`config.mk`:
```
export PLATFORM = sky130hd
export DESIGN_NAME = sa_ctrl_8bit
export DESIGN_NICKNAME = d
export VERILOG_FILES = /design/src/rtl/sa_pkg.sv /design/src/rtl/sa_skew_line.sv /design/src/rtl/sa_ctrl_8bit.sv
export SDC_FILE = /design/constraint.sdc
export NUM_CORES = 1
export LEC_CHECK = 0
export ABC_AREA = 1
export CAP_MARGIN = 25
export CORE_MARGIN = 2
export CORE_UTILIZATION = 50
export CTS_BUF_LIST = sky130_fd_sc_hd__clkbuf_16
export DETAILED_ROUTE_END_ITERATION = 10
export PLACE_DENSITY = 0.78
export SLEW_MARGIN = 20
export SYNTH_ARGS = -nofsm -noshare
export SYNTH_HDL_FRONTEND = slang
export SYNTH_SLANG_ARGS = --single-unit
```
`constraint.sdc`:
```
create_clock -name I_CLK -period 1.82 [get_ports I_CLK]
set_input_delay 0.546 -clock I_CLK [delete_from_list [all_inputs] [get_ports I_CLK]]
set_output_delay 0.546 -clock I_CLK [all_outputs]
set_load 0.02 [all_outputs]
```
`src/rtl/sa_pkg.sv`:
```
// Shared types and default sizing for the systolic-array controller.
package sa_pkg;

  localparam int unsigned DefN  = 8;
  localparam int unsigned DefLw = 8;

  typedef enum logic [2:0] {
    StIdle,
    StLoadW,
    StStream,
    StDrain,
    StDone
  } sa_state_e;

endpackage

```
`src/rtl/sa_skew_line.sv`:
```
// Fixed-depth 1-bit delay line with asynchronous clear.
module sa_skew_line #(
  parameter int unsigned DEPTH = 1
) (
  input  logic I_CLK,
  input  logic I_RST_N,
  input  logic I_IN,
  output logic O_OUT
);

  logic [DEPTH-1:0] sr_q;

  always_ff @(posedge I_CLK or negedge I_RST_N) begin
    if (!I_RST_N) begin
      sr_q <= '0;
    end else begin
      sr_q[0] <= I_IN;
      for (int i = 1; i < DEPTH; i++) begin
        sr_q[i] <= sr_q[i-1];
      end
    end
  end

  assign O_OUT = sr_q[DEPTH-1];

endmodule

```
`src/rtl/sa_ctrl_8bit.sv`:
```
// Sequencer for one N x N systolic pass: weight load, vector stream, drain.
// Optional busy-cycle counter enabled by defining SA_CTRL_PERF_EN.
module sa_ctrl_8bit
  import sa_pkg::*;
#(
  parameter int unsigned N  = DefN,
  parameter int unsigned LW = DefLw
) (
  input  logic              I_CLK,
  input  logic              I_RST_N,
  input  logic              I_START,
  input  logic [LW-1:0]     I_LEN,
  output logic              O_W_WE,
  output logic [$clog2(N)-1:0] O_W_ROW,
  output logic              O_X_RD,
  output logic [LW-1:0]     O_X_IDX,
  output logic [N-1:0]      O_X_VALID,
  output logic [N-1:0]      O_OUT_VALID,
  output logic              O_BUSY,
  output logic              O_DONE
`ifdef SA_CTRL_PERF_EN
  ,
  output logic [15:0]       O_CYC_CNT
`endif
);

  localparam int unsigned RW = $clog2(N);
  localparam int unsigned PW = $clog2(2 * N);

  sa_state_e       state_q, state_d;
  logic [PW-1:0]   phase_q, phase_d;
  logic [LW-1:0]   vec_q, vec_d;
  logic [LW-1:0]   len_q, len_d;
  logic            accept;

  assign accept = (state_q == StIdle) && I_START && (I_LEN != '0);

  always_ff @(posedge I_CLK or negedge I_RST_N) begin
    if (!I_RST_N) begin
      state_q <= StIdle;
      phase_q <= '0;
      vec_q   <= '0;
      len_q   <= '0;
    end else begin
      state_q <= state_d;
      phase_q <= phase_d;
      vec_q   <= vec_d;
      len_q   <= len_d;
    end
  end

  always_comb begin
    state_d = state_q;
    phase_d = phase_q;
    vec_d   = vec_q;
    len_d   = len_q;
    unique case (state_q)
      StIdle: begin
        if (accept) begin
          state_d = StLoadW;
          len_d   = I_LEN;
          phase_d = '0;
        end
      end
      StLoadW: begin
        if (phase_q == PW'(N - 1)) begin
          state_d = StStream;
          phase_d = '0;
          vec_d   = '0;
        end else begin
          phase_d = phase_q + 1'b1;
        end
      end
      StStream: begin
        if (vec_q == len_q - 1'b1) begin
          state_d = StDrain;
          vec_d   = '0;
        end else begin
          vec_d = vec_q + 1'b1;
        end
      end
      StDrain: begin
        // Drain long enough for the last vector to leave the far column.
        if (phase_q == PW'(2 * N - 1)) begin
          state_d = StDone;
          phase_d = '0;
        end else begin
          phase_d = phase_q + 1'b1;
        end
      end
      StDone: begin
        state_d = StIdle;
      end
      default: begin
        state_d = StIdle;
      end
    endcase
  end

  assign O_W_WE  = (state_q == StLoadW);
  assign O_W_ROW = O_W_WE ? phase_q[RW-1:0] : '0;
  assign O_X_RD  = (state_q == StStream);
  assign O_X_IDX = O_X_RD ? vec_q : '0;
  assign O_BUSY  = (state_q != StIdle);
  assign O_DONE  = (state_q == StDone);

  // Row 0 valid follows the 1-cycle buffer read latency; other taps skew from it.
  sa_skew_line #(.DEPTH(1)) u_xv0 (
    .I_CLK   (I_CLK),
    .I_RST_N (I_RST_N),
    .I_IN    (O_X_RD),
    .O_OUT   (O_X_VALID[0])
  );

  for (genvar r = 1; r < N; r++) begin : g_xv
    sa_skew_line #(.DEPTH(r)) u_xv (
      .I_CLK   (I_CLK),
      .I_RST_N (I_RST_N),
      .I_IN    (O_X_VALID[0]),
      .O_OUT   (O_X_VALID[r])
    );
  end

  for (genvar c = 0; c < N; c++) begin : g_ov
    sa_skew_line #(.DEPTH(N + c)) u_ov (
      .I_CLK   (I_CLK),
      .I_RST_N (I_RST_N),
      .I_IN    (O_X_VALID[0]),
      .O_OUT   (O_OUT_VALID[c])
    );
  end

`ifdef SA_CTRL_PERF_EN
  logic [15:0] cyc_cnt_q;

  // The DONE cycle itself is not counted, so the value is final while O_DONE is high.
  always_ff @(posedge I_CLK or negedge I_RST_N) begin
    if (!I_RST_N) begin
      cyc_cnt_q <= '0;
    end else if (accept) begin
      cyc_cnt_q <= '0;
    end else if ((state_q inside {StLoadW, StStream, StDrain}) && (cyc_cnt_q != 16'hFFFF)) begin
      cyc_cnt_q <= cyc_cnt_q + 16'd1;
    end
  end

  assign O_CYC_CNT = cyc_cnt_q;
`endif

endmodule

```
==> metrics <==
Final Wtd Congestion=0.9031; worst hold path type=in2async; GRT busiest layer=met2; reported net switching power=1.933 mW; Setup WS post-layout=-0.2824 ns; Worst R2R Start=state_q[0]; Yosys Warn Count=0; Comb pwr share=51.2%; Cell Int Power=2.818 mW; commonest non-fill, non-tap cell in the layout=nand2_1; static leakage=1.542 nW; placed cell count=349; Remaining DRCs=0; Worst-path clk slew=0.06 ns; share of layout cells above drive strength 1=31.97%; # diodes=0; period utilization=115.5%; Top Family by Delay on Critical Path=buffers and inverters; CP arrival=1.56 ns; Port Buffers=41; Core ar.=0.003943 mm²; final-report hold violation count=0; RSZ-0062 raised after global routing=true; r2r setup slk=0 ns; I/O pin count=42; Die Wd=67.61 µm; worst-margin pin slew=0.4855 ns; Seq pwr share=27.9%; Fmax=475.6 MHz; pre-CTS setup slack=-0.3714 ns; run status=complete, but fails checks; Sw Share=40.69%; violated checks=setup timing; Sink Count=39; initial antenna violation count=0; CP Launch Type=flip-flop; worst skew pair latency=0.28 ns; Required @ worst endpoint=1.27 ns; vias in the first global route=1748; remaining global-route overflow=0; DRT Pass-1 Iters=4; Synth Register Bits=39; skew final=0.003227 ns; Yosys cell types=25; FP Rows=23; Cell Area, Synth=0.002023 mm²; post-DR wirelength/cell=14.83 µm; Worst R2R End=state_q[1]; Clk network pwr share=20.9%; post-synth top area share=48.24%; most frequent cells in the layout=nand2_1 (54), dfrtp_1 (39), buf_4 (35); crit-path cells=nor2_4, inv_2, nor2_4, clkinvlp_4, buf_6, nor2_4, buf_6; met2 Usage GRT=42.40%; H-tree levels=2; clock buffer depth=2; sequential area share after synthesis=48.24%; Critical Path Most Common Cell=nor2_4; Max stage delay on crit path=0.42 ns; global-route wire length before repair=8059 µm; hold_buf cts=0; Buffers & Inverters on Critical Path=4; Slowest cell on crit path=dfrtp_1; M3 GR Usage=5.167%; IR drop worst, VDD=1.452 mV; die area=0.004571 mm²; DR vias=1879; DP Wirelength=3342 µm; largest net degree at the start of global routing=40; drt via density=5.092; antenna viol nets, final=0; critical path peak fanout=3; Max Cap Violations=0; Die Y=67.61 µm; Root Driver=clkbuf_16; Synth area leaders=dfrtp_1 (48%), nand2_1 (10%), buf_4 (6.3%); Final nets=332; Post-Synthesis Cells=246; total track usage=24.28%; CTS buffer count=5; Slew HR=67.63%; final WL=5471 µm; # setup viols final=16; FF-to-FF path depth=13; Cell Pwr Density=1561 mW/mm²; Synth area leader=dfrtp_1; Initial Util=51.32%; CP Capture Type=primary output; Mean Syn Cell Area=8.224 µm²; CTS tree=built; Fillers=255; violation count after the first detailed-route iteration=95; Finished Layout Cells=369; Layout Area Growth over Synthesis=50.40%; CP Class=reg2out; Tmin final=2.102 ns; Mapped Nets=260; global routing usage on met1=28.94%; max-slew violations=0
==> layer usage <==
metal	up-vias	share of wire, %
met4	0	2.7
met5	-	0
li1	905	-
met3	13	6.1
met2	80	53
met1	881	38
==> kinds of logic (layout without fill, tap and decap cells) <==
family | Yosys count | in the layout | synth area share, %
AO/OA/AOI/OAI | 26 | 26 | 6.927
buffers and inverters | 50 | 123 | 12.43
flip-flops | 39 | 39 | 48.24
adder cells (fa/ha/maj) | 3 | 3 | 1.855
XOR/XNOR | 12 | 12 | 5.195
AND/OR/NAND/NOR | 116 | 116 | 25.36
==> power groups by stage <==
stage	combinational (mW)	clock, mW	sequential [mW]
finish	2.43	0.992	1.33
detailed placement	2.01	0	1.32
floorplan	1.27	0	1.31
global route	2.66	1.03	1.36
global placement	1.96	0	1.31
CTS	2.16	0.992	1.31
==> worst max path at each step <==
stage	start	endpoint	slack (ns)	depth (start not counted)
5_1_grt	state_q[0]	O_X_IDX[7]	-0.34	7
2_1_floorplan	state_q[0]	O_X_IDX[0]	-0.12	5
3_3_place_gp	state_q[0]	O_X_IDX[7]	-0.29	6
4_1_cts	state_q[2]	O_X_IDX[7]	-0.22	7
6_report	state_q[0]	O_X_IDX[7]	-0.28	7
3_5_place_dp	state_q[0]	O_X_IDX[7]	-0.37	6
==> registers in the layout, indices dropped and copies added (netlist names) <==
register,count
state_q,3
phase_q,4
u_xv0.O_OUT,1
len_q,8
vec_q,8
g_ov.u_ov.sr_q,15
==> final cells by class <==
cell class	count	area, µm²	area share, %
Clock buffer	5	125.1	4.112
Clock inverter	3	43.79	1.439
Inverter	33	130.1	4.276
Multi-Input combinational cell	157	933.4	30.67
Sequential cell	39	975.9	32.07
Tap cell	50	62.56	2.056
Timing Repair Buffer	82	772.0	25.37
==> synthesized netlist by cell type <==
library cell   n
buf_4         17
nand2_4        1
nor3_1         3
dfrtp_1       39
xnor2_1        3
xor2_1         9
o21ai_1        4
nand2_2        3
ha_1           3
nor2_1        27
nor3_2         1
nand2_1       56
nand3_2        1
a31oi_1        1
o21ai_2        1
nand3_1       16
o22ai_1        4
nor4_1         2
inv_1         30
nand3b_1       1
nor2_4         1
a21oi_1        2
nor2_2         4
o21ai_0       14
inv_2          3
==> metrics by stage <==
stage          cell area [µm²]  hold WS [ns]  setup TNS [ns]  total power [mW]  utilization [%]
2_1_floorplan             2043        0.2504         -0.9528             2.584                -
3_3_place_gp              2614        0.3603          -4.778             3.271            66.30
3_5_place_dp              2614        0.3608          -6.663             3.327            66.30
4_1_cts                   2855        0.3274          -1.760             4.465            72.42
5_1_grt                   3043        0.3534          -3.776             5.048            77.18
6_report                  3043        0.3069          -2.864             4.751            77.18
==> worst register-to-register path, stage by stage, from the launching register on <==
cell and delay, ns:
dfrtp_1 0.42, nor2_4 0.14, buf_4 0.11, buf_4 0.10
buf_6 0.09, nand2_4 0.05, buf_6 0.12, nor2_1 0.08
nand2_1 0.09, buf_6 0.14, a21oi_4 0.16, nand2_2 0.09
nand2_2 0.06, nand2_1 0.06
==> repair_timing <==
action                     4_1_cts  5_1_grt
pin swaps                        4        5
hold endpoints to repair         0        0
setup endpoints to repair       16       24
gates resized for setup         97       35
setup buffers                    5        8
No activity file was read; power rests on OpenSTA's default activity.
